**config.mk**
```make
export PLATFORM = sky130hd
export DESIGN_NAME = alarm_ctrl
export DESIGN_NICKNAME = d
export VERILOG_FILES = /design/src/rtl/alarm_ctrl.sv
export SDC_FILE = /design/constraint.sdc
export NUM_CORES = 1
export LEC_CHECK = 0
export CELL_PAD_IN_SITES_DETAIL_PLACEMENT = 1
export CELL_PAD_IN_SITES_GLOBAL_PLACEMENT = 1
export CORE_UTILIZATION = 48
export CTS_CLUSTER_DIAMETER = 80
export DETAILED_ROUTE_END_ITERATION = 10
export PLACE_DENSITY = 0.84
export SYNTH_ARGS = -nofsm -noshare
export SYNTH_HDL_FRONTEND = slang
export SYNTH_SLANG_ARGS = --single-unit
```
**constraint.sdc**
```tcl
create_clock -name clk -period 8.6 [get_ports clk]
set_input_delay 1.72 -clock clk [delete_from_list [all_inputs] [get_ports clk]]
set_output_delay 1.72 -clock clk [all_outputs]
set_load 0.01 [all_outputs]
```
**src/rtl/alarm_ctrl.sv**
```systemverilog
// -----------------------------------------------------------------------------
// alarm_ctrl
//   Alarm unit that sits behind the BCD HH:MM:SS time counter. Holds a
//   user-settable HH:MM alarm, rings when the time reaches HH:MM:00, and
//   supports snooze plus a timed auto-stop. The stored alarm is exported as
//   four BCD digits in display-scan order.
//
// Ports
//   clk, rst_n         system clock, asynchronous active-low reset
//   tick_1hz           one-clk pulse per second (same enable as time counter)
//   sec0..sec5         current time BCD: s ones/tens, m ones/tens, h ones/tens
//   en_sw              alarm enable switch (asynchronous level)
//   btn_set, btn_inc   raw push buttons (mode step/stop, increment/snooze)
//   alm0..alm3         alarm BCD: min ones/tens, hour ones/tens
//   ringing            high while ringing
//   beep               ringing gated by a 1 s on / 1 s off phase
//   state              FSM state code for LEDs
// -----------------------------------------------------------------------------
`timescale 1ns/1ps

module alarm_ctrl #(
  parameter int DEB_CYCLES = 16,
  parameter int RING_SECS  = 60,
  parameter int SNOOZE_MIN = 5
) (
  input  logic       clk,
  input  logic       rst_n,
  input  logic       tick_1hz,
  input  logic [3:0] sec0,
  input  logic [3:0] sec1,
  input  logic [3:0] sec2,
  input  logic [3:0] sec3,
  input  logic [3:0] sec4,
  input  logic [3:0] sec5,
  input  logic       en_sw,
  input  logic       btn_set,
  input  logic       btn_inc,
  output logic [3:0] alm0,
  output logic [3:0] alm1,
  output logic [3:0] alm2,
  output logic [3:0] alm3,
  output logic       ringing,
  output logic       beep,
  output logic [2:0] state
);

  localparam int DEB_W = $clog2(DEB_CYCLES + 1);

  typedef enum logic [2:0] {
    ST_ARMED    = 3'd0,
    ST_SET_HOUR = 3'd1,
    ST_SET_MIN  = 3'd2,
    ST_RINGING  = 3'd3,
    ST_SNOOZE   = 3'd4
  } state_t;

  // ---------------------------------------------------------------------------
  // Button conditioning: sync, debounce, rising-edge pulse (bit 0 = set, 1 = inc)
  // ---------------------------------------------------------------------------
  logic [1:0] btn_raw;
  logic [1:0] btn_pulse;

  assign btn_raw = {btn_inc, btn_set};

  generate
    for (genvar gi = 0; gi < 2; gi++) begin : g_btn
      logic             sync1_reg;
      logic             sync2_reg;
      logic             deb_reg;
      logic             deb_d_reg;
      logic             pulse_reg;
      logic [DEB_W-1:0] cnt_reg;

      always_ff @(posedge clk or negedge rst_n) begin
        if (!rst_n) begin
          sync1_reg <= 1'b0;
          sync2_reg <= 1'b0;
          deb_reg   <= 1'b0;
          deb_d_reg <= 1'b0;
          pulse_reg <= 1'b0;
          cnt_reg   <= '0;
        end else begin
          sync1_reg <= btn_raw[gi];
          sync2_reg <= sync1_reg;
          // Count consecutive samples that disagree with the debounced level;
          // any agreeing sample restarts the count, so short glitches vanish.
          if (sync2_reg == deb_reg) begin
            cnt_reg <= '0;
          end else if (cnt_reg == DEB_W'(DEB_CYCLES - 1)) begin
            deb_reg <= sync2_reg;
            cnt_reg <= '0;
          end else begin
            cnt_reg <= cnt_reg + 1'b1;
          end
          deb_d_reg <= deb_reg;
          pulse_reg <= deb_reg & ~deb_d_reg;
        end
      end

      assign btn_pulse[gi] = pulse_reg;
    end
  endgenerate

  // set wins over inc when both pulse together
  logic set_p;
  logic inc_p;
  assign set_p = btn_pulse[0];
  assign inc_p = btn_pulse[1] & ~btn_pulse[0];

  // ---------------------------------------------------------------------------
  // Enable switch synchroniser
  // ---------------------------------------------------------------------------
  logic en_sync1_reg;
  logic en_sync2_reg;

  always_ff @(posedge clk or negedge rst_n) begin
    if (!rst_n) begin
      en_sync1_reg <= 1'b0;
      en_sync2_reg <= 1'b0;
    end else begin
      en_sync1_reg <= en_sw;
      en_sync2_reg <= en_sync1_reg;
    end
  end

  // ---------------------------------------------------------------------------
  // State and data registers
  // ---------------------------------------------------------------------------
  state_t      state_reg,      state_next;
  logic [7:0]  alm_hr_reg,     alm_hr_next;   // BCD {tens, ones}
  logic [7:0]  alm_min_reg,    alm_min_next;  // BCD {tens, ones}
  logic [15:0] snz_reg,        snz_next;      // BCD {h tens, h ones, m tens, m ones}
  logic [7:0]  ring_cnt_reg,   ring_cnt_next;
  logic        beep_phase_reg, beep_phase_next;
  logic        match_prev_reg;

  // ---------------------------------------------------------------------------
  // Alarm digit increments (BCD, no carry between hour and minute)
  // ---------------------------------------------------------------------------
  logic [7:0] hr_inc;
  logic [7:0] min_inc;

  always_comb begin
    hr_inc = {alm_hr_reg[7:4], alm_hr_reg[3:0] + 4'd1};
    if (alm_hr_reg == 8'h23) begin
      hr_inc = 8'h00;
    end else if (alm_hr_reg[3:0] == 4'd9) begin
      hr_inc = {alm_hr_reg[7:4] + 4'd1, 4'd0};
    end
  end

  always_comb begin
    min_inc = {alm_min_reg[7:4], alm_min_reg[3:0] + 4'd1};
    if (alm_min_reg[3:0] == 4'd9) begin
      if (alm_min_reg[7:4] == 4'd5) begin
        min_inc = 8'h00;
      end else begin
        min_inc = {alm_min_reg[7:4] + 4'd1, 4'd0};
      end
    end
  end

  // ---------------------------------------------------------------------------
  // Snooze target = current HH:MM + SNOOZE_MIN, worked in binary with
  // constant divisors and converted back to BCD.
  // ---------------------------------------------------------------------------
  logic [7:0]  cur_min_bin;
  logic [7:0]  cur_hr_bin;
  logic [7:0]  min_tot;
  logic [7:0]  hr_sum;
  logic [7:0]  snz_min_bin;
  logic [7:0]  snz_hr_bin;
  logic [15:0] snz_calc;

  always_comb begin
    cur_min_bin = {4'd0, sec3} * 8'd10 + {4'd0, sec2};
    cur_hr_bin  = {4'd0, sec5} * 8'd10 + {4'd0, sec4};
    min_tot     = cur_min_bin + 8'(SNOOZE_MIN);
    snz_min_bin = min_tot % 8'd60;
    hr_sum      = cur_hr_bin + (min_tot / 8'd60);
    snz_hr_bin  = hr_sum % 8'd24;
    snz_calc    = {4'(snz_hr_bin / 8'd10), 4'(snz_hr_bin % 8'd10),
                   4'(snz_min_bin / 8'd10), 4'(snz_min_bin % 8'd10)};
  end

  // ---------------------------------------------------------------------------
  // Trigger: edge of the HH:MM:00 match against the active target.
  // Alarm digits are always valid BCD, so malformed time digits never match.
  // ---------------------------------------------------------------------------
  logic [15:0] target;
  logic        match_now;
  logic        fire;

  assign target    = (state_reg == ST_SNOOZE) ? snz_reg : {alm_hr_reg, alm_min_reg};
  assign match_now = ({sec5, sec4, sec3, sec2} == target) && (sec1 == 4'd0) && (sec0 == 4'd0);
  assign fire      = match_now & ~match_prev_reg;

  // ---------------------------------------------------------------------------
  // FSM next state / data
  // ---------------------------------------------------------------------------
  always_comb begin
    state_next      = state_reg;
    alm_hr_next     = alm_hr_reg;
    alm_min_next    = alm_min_reg;
    snz_next        = snz_reg;
    ring_cnt_next   = ring_cnt_reg;
    beep_phase_next = beep_phase_reg;

    case (state_reg)
      ST_ARMED: begin
        if (set_p) begin
          state_next = ST_SET_HOUR;
        end else if (fire && en_sync2_reg) begin
          state_next      = ST_RINGING;
          ring_cnt_next   = '0;
          beep_phase_next = 1'b1;
        end
      end

      ST_SET_HOUR: begin
        if (set_p) begin
          state_next = ST_SET_MIN;
        end else if (inc_p) begin
          alm_hr_next = hr_inc;
        end
      end

      ST_SET_MIN: begin
        if (set_p) begin
          state_next = ST_ARMED;
        end else if (inc_p) begin
          alm_min_next = min_inc;
        end
      end

      ST_RINGING: begin
        if (set_p || !en_sync2_reg) begin
          state_next      = ST_ARMED;
          ring_cnt_next   = '0;
          beep_phase_next = 1'b0;
        end else if (inc_p) begin
          state_next      = ST_SNOOZE;
          snz_next        = snz_calc;
          ring_cnt_next   = '0;
          beep_phase_next = 1'b0;
        end else if (tick_1hz) begin
          if (ring_cnt_reg == 8'(RING_SECS - 1)) begin
            state_next      = ST_ARMED;
            ring_cnt_next   = '0;
            beep_phase_next = 1'b0;
          end else begin
            ring_cnt_next   = ring_cnt_reg + 8'd1;
            beep_phase_next = ~beep_phase_reg;
          end
        end
      end

      ST_SNOOZE: begin
        if (set_p || !en_sync2_reg) begin
          state_next      = ST_ARMED;
          ring_cnt_next   = '0;
          beep_phase_next = 1'b0;
        end else if (fire) begin
          state_next      = ST_RINGING;
          ring_cnt_next   = '0;
          beep_phase_next = 1'b1;
        end
      end

      default: begin
        state_next      = ST_ARMED;
        ring_cnt_next   = '0;
        beep_phase_next = 1'b0;
      end
    endcase
  end

  always_ff @(posedge clk or negedge rst_n) begin
    if (!rst_n) begin
      state_reg      <= ST_ARMED;
      alm_hr_reg     <= 8'h00;
      alm_min_reg    <= 8'h00;
      snz_reg        <= 16'h0000;
      ring_cnt_reg   <= 8'd0;
      beep_phase_reg <= 1'b0;
      // Starts high so a reset released at 00:00:00 does not ring.
      match_prev_reg <= 1'b1;
    end else begin
      state_reg      <= state_next;
      alm_hr_reg     <= alm_hr_next;
      alm_min_reg    <= alm_min_next;
      snz_reg        <= snz_next;
      ring_cnt_reg   <= ring_cnt_next;
      beep_phase_reg <= beep_phase_next;
      match_prev_reg <= match_now;
    end
  end

  // ---------------------------------------------------------------------------
  // Outputs
  // ---------------------------------------------------------------------------
  assign state   = state_reg;
  assign ringing = (state_reg == ST_RINGING);
  assign beep    = ringing & beep_phase_reg;
  assign alm0    = alm_min_reg[3:0];
  assign alm1    = alm_min_reg[7:4];
  assign alm2    = alm_hr_reg[3:0];
  assign alm3    = alm_hr_reg[7:4];

endmodule

```
**Yosys cells after proc, flatten, opt, wreduce, memory -nomap -nowiden**

Cells that the tools add are included.

- Mux-type cells: 38
- Eq/ne operators: 22
- Multiply operators: 2
- Add/sub/neg operators: 11
- Reduce and logical (&&, ||, !) cells: 19
- Bitwise gates (word level): 14
- Divide/modulo/power cells: 7

Operators with widths:

| cell | count |
|---|---|
| two-way mux 8 bit | 11 |
| one-hot mux 8 bit (4 select lines) | 1 |
| two-way mux 3 bit | 10 |
| two-way mux 5 bit | 4 |
| adder 4 x 1 -> 4 bit (second input constant) | 4 |
| adder 8 x 4 -> 8 bit | 2 |
| divider 8 x 4 -> 8 bit (second input constant) | 2 |
| equality test 16 bit | 1 |
| equality test 8 x 6 -> 1 bit (second input constant) | 2 |
| remainder unit 8 x 4 -> 8 bit (second input constant) | 2 |
| two-way mux 16 bit | 1 |
| one-hot mux 3 bit (5 select lines) | 1 |
| multiplier 4 x 3 -> 7 bit (second input constant) | 2 |
| adder 5 x 1 -> 5 bit (second input constant) | 2 |
| equality test 5 x 4 -> 1 bit (second input constant) | 2 |
| NOT 1 bit | 9 |
| AND reduction 3 bit | 3 |
| adder 8 x 1 -> 8 bit (second input constant) | 1 |
| adder 8 x 3 -> 8 bit (second input constant) | 1 |
| adder 8 bit | 1 |
| divider 8 x 6 -> 8 bit (second input constant) | 1 |
| equality test 4 bit (second input constant) | 2 |
| logical NOT 4 bit | 2 |
| remainder unit 8 x 5 -> 8 bit (second input constant) | 1 |
| other kinds (25) | 45 |

- Bits of input ports: 30
- Word-level logic and storage cells: 136
- Output and inout bits: 21
- Flip-flop bits (word level): 67

**Depth between registers and ports, before layout**

- Word-level depth: 10
- Depth in mapped cells: 29
- Gate-level depth less buffers: 27

**Worst setup path before layout**

OpenSTA, ideal clock, no wires.

- Path type: in2reg
- Start point: input sec3[0]
- End point: register snz_reg[9]
- Buffers on the path: 2
- Data required time: 8517 ps
- Setup time: 83 ps
- Setup slack: 1358 ps
- Stages on the path: 26
- Data arrival time: 7159 ps
- Cell sequence: ha_1 -> ha_1 -> ha_1 -> buf_2 -> o21a_1 -> and2_4 -> or4_1 -> buf_2 -> nor4_4 -> nor3_2 -> fa_1 -> inv_1 -> ha_1 -> fa_1 -> a21o_1 -> a21oi_1 -> nor3_1 -> xnor2_1 -> a21oi_1 -> nand2b_1 -> o22ai_1 -> mux2i_1 -> mux2i_1 -> nand2b_1 -> o22a_1 -> o21ai_0

- Longest elaborated chain between the ends: 7

Ends and longest elaborated chain:

| item | line | source |
|---|---|---|
| from (decl) | 32 | `input logic [3:0] sec3,` |
| multiplier 4 x 3 -> 7 bit | 176 | `cur_min_bin = {4'd0, sec3} * 8'd10 + {4'd0, sec2};` |
| adder 8 x 4 -> 8 bit | 176 |  |
| adder 8 x 3 -> 8 bit | 178 | `min_tot = cur_min_bin + 8'(SNOOZE_MIN);` |
| divider 8 x 6 -> 8 bit | 180 | `hr_sum = cur_hr_bin + (min_tot / 8'd60);` |
| adder 8 bit | 180 |  |
| remainder unit 8 x 5 -> 8 bit | 181 | `snz_hr_bin = hr_sum % 8'd24;` |
| remainder unit 8 x 4 -> 8 bit | 182 | `snz_calc = {4'(snz_hr_bin / 8'd10), 4'(snz_hr_bin % 8'd10),` |
| to (signal assigned) | 292 | `snz_reg <= snz_next;` |
| to (decl) | 132 | `logic [15:0] snz_reg, snz_next;` |

No other way between the ends.
A chain may end at the register's enable or synchronous reset.

**Final worst setup path**

Same ends and word-level chain as after synthesis.

==> summary.md <==
| Metric | Value |
|---|---|
| Status | `finished, final reports clean` |
| Most frequent cells in the layout | `dfrtp_1 (66), clkdlybuf4s50_1 (49), nand2_1 (46)` |
| Rows | `36` |
| Final setup fails | `0` |
| Syn_nets | `628` |
| Reg clk slew, reported paths | `approximately 70 ps` |
| CP Class | `in2reg` |
| Fin nets | `678` |
| Antenna Cells | `0` |
| Top_reg_cell synth | `dfrtp_1` |
| Reg2reg path depth | `13` |
| Clock latency on the worst-skew pair | `between 300 and 400 ps` |
| Number of antenna violations at the first check in global routing | `0` |
| Largest net degree at the start of global routing | `68` |
| Distinct cell type count after synthesis | `66` |
| Vias in the first global route | `4,671` |
| Synth Register Bits | `67` |
| Post-placement setup slack | `-63.9 ps` |
| Post-Syn Instances | `561` |
| Vias/cell | `5.86` |
| Hold-critical path depth | `0` |
| Crit. End Element | `flip-flop` |
| Final period util | `95.0%` |
| Nature of the critical path startpoint | `input pin` |
| Worst slew pin tran | `884 ps` |
| Async S/R FF share, synth | `100%` |
| Commonest non-fill, non-tap cell in the layout | `dfrtp_1` |
| Clk_skew | `9.49 ps` |
| Routed wire per std cell | `18.3 um` |
| Core Area | `roughly 0.010 mm2` |
| Number of synthesized flops with an enable pin | `0` |
| Post-DRT Antenna Nets | `0` |
| Worst reg-to-reg setup slack | `between 4000 and 5000 ps` |
| GRT overflow | `0` |
| Layout cells sized above 1 | `a little under a tenth` |
| Post-CTS Setup Bufs | `0` |
| Post-DP HPWL | `10,300 um` |
| First-pass GRT wire length | `23,100 um` |
| Post-Route WL | `13,700 um` |
| Placed cells | `~730` |
| Avg Cell Area, Syn | `8.95 um2` |
| PwrDens | `between 150 and 200 mW/mm2` |
| Hold Path Class | `reg2reg` |
| Leakage power | `2.58 nW` |
| Worst endpoint required time | `8850 ps` |
| Initial DRC count | `between 100 and 150` |
| Seq/Total Area, Yosys | `33.4%` |
| Drt drc | `0` |
| Synth Warn # | `0` |
| Hold EP | `g_btn[0].sync2_reg$_DFF_PN0_` |
| Worst ir drop on vdd | `0.0934 mV` |
| Gpl congestion | `about 0.9` |
| Clk sink count | `67` |
| CTS resizes | `0` |
| Root buf cell | `clkbuf_8` |
| CTS H-tree depth | `3` |
| Top Ports | `51` |
| R2R Path Start | `state[0]$_DFFE_PN0P_` |
| Achievable frequency | `around 120 MHz` |
| Die area | `0.0109 mm2` |
| Mapped Area | `roughly 0.0050 mm2` |
| Hold Buf Count CTS | `0` |
| GRT Overall Usage | `26.4%` |
| CP Max Fanout | `8` |
| TritonCTS buffer count | `9` |
| Port bufs | `50` |
| Via count | `4,388` |
| Hold wc startpoint | `g_btn[0].sync1_reg$_DFF_PN0_` |
| Max reg flops | `16` |
| Longest Clk Path Bufs | `2` |
| Setup TNS | `0 ps` |
| Drt pass-1 iters | `4` |
| Hold Fails Final Rpt | `0` |
| Max-cap violations | `0` |
| FF-to-FF End | `ring_cnt_reg[4]$_DFFE_PN0P_` |
| CTS tree | `built` |
| Die Ht | `around 100 um` |
| Slew HR | `40.9%` |
| Starting density of the core | `just over 50%` |
| Final slew viol count | `0` |
| Area Growth Syn to Fin | `17.4%` |
| Fin cells | `~750` |
| Die width | `104 um` |
| Min Tclk post-route | `8170 ps` |
| Setup ws final | `430 ps` |
| Worst EP arrival | `8420 ps` |
[worst max-delay path by stage]
stage,cells past startpoint,to,slack [ps],start
after global routing,28,snz_reg[9]$_DFFE_PN0P_,-30,sec3[3]
after detailed placement,28,snz_reg[9]$_DFFE_PN0P_,-60,sec3[3]
after global placement,28,snz_reg[9]$_DFFE_PN0P_,320,sec3[3]
after floorplan,26,snz_reg[9]$_DFFE_PN0P_,1360,sec3[0]
final,25,snz_reg[9]$_DFFE_PN0P_,430,sec3[0]
after CTS,28,snz_reg[9]$_DFFE_PN0P_,310,sec3[3]
[report_power, final]
| part | total, mW | internal [mW] | switching, mW |
|---|---|---|---|
| combinational | 0.507 | 0.209 | 0.299 |
| clock | 0.261 | 0.142 | 0.120 |
| sequential | 0.331 | 0.325 | 0.00648 |
[metrics by stage]
| step | hold slack, ps | util [%] | power (mW) | cell area (um2) |
|---|---|---|---|---|
| CTS | 354 | 58.8 | 1.09 | 5860 |
| floorplan | 331 | - | 0.707 | 5020 |
| global placement | 332 | 56.9 | 0.803 | 5660 |
| global route | 364 | 59.2 | 1.17 | 5890 |
| detailed placement | 338 | 56.9 | 0.827 | 5660 |
| finish | 350 | 59.2 | 1.10 | 5890 |
[metal layers]
layer / wire [um] / vias to the layer above / share of wire, % / track usage [%]
met5: 0 / - / 0 / 0
met4: 225 / 0 / 1.6 / 7.04
met3: 404 / 20 / 3.0 / 4.20
met2: 6870 / 77 / 50 / 46.4
met1: 6170 / 2189 / 45 / 33.6
li1: - / 2102 / - / -
[cells by family after synthesis]
logic type	count (synthesis)	synth area share [%]
and+or+nand+nor	212	23.0
AOI/OAI and AO/OA	129	17.1
DFF	67	33.4
buffers and inverters	48	3.76
xor gates and xnor gates	43	7.50
adders and majority gates	37	10.1
muxes	25	5.13
[cell type report]
class	instances	area, um2
repair buffers	56	541
well taps	133	166
clock buffers	12	145
clock inverters	4	50.0
fillers	1147	4060
inverters	31	116
multi-input cells	446	3200
flip-flops and latches	67	1680
[synth_stat cells (2+ instances only)]
library cell,instances,area [um2]
nand3b_1,4,30.0
o21ai_0,44,220
nand4_1,5,31.3
nor3_1,11,55.1
o21ai_1,2,10.0
nand3_1,24,120
o22ai_1,6,37.5
o22a_1,2,17.5
o311ai_0,2,17.5
nor3b_1,5,37.5
ha_1,31,388
a21o_1,6,45.0
clkbuf_1,10,37.5
nand2b_1,8,50.1
nor2b_1,18,113
a211oi_1,3,22.5
dfrtp_1,66,1650
xnor2_1,24,210
nor2_1,37,139
or3_1,4,25.0
o2111ai_1,4,35.0
inv_1,31,116
or2_2,7,43.8
nor4_2,3,37.5
xor2_1,19,166
a31oi_1,4,25.0
buf_2,7,35.0
nor3_2,2,20.0
a21oi_1,15,75.1
a211o_1,3,26.3
o21a_1,5,37.5
nand2_1,46,173
a21boi_0,2,15.0
fa_1,6,120
and3_1,9,56.3
mux2_2,6,67.6
o21bai_1,5,37.5
o31ai_1,10,75.1
o211ai_1,2,15.0
nor4_1,7,43.8
and2_1,13,81.3
mux2i_1,19,190
[critical path: stages]
cell	delay, ps
clkdlybuf4s50_1	500
ha_1	350
ha_1	290
ha_1	440
o21a_1	250
and2_4	170
or4_1	680
nor4_4	300
nor3_2	150
fa_1	540
inv_1	40
ha_1	220
fa_1	420
a21o_1	200
a21oi_1	260
nor3_1	100
xnor2_1	140
a21oi_2	230
nand2b_1	140
o22ai_1	290
mux2i_1	120
mux2i_1	300
nand2b_1	170
o22a_1	220
o21ai_0	140
Power figures use the tool's default switching activity.
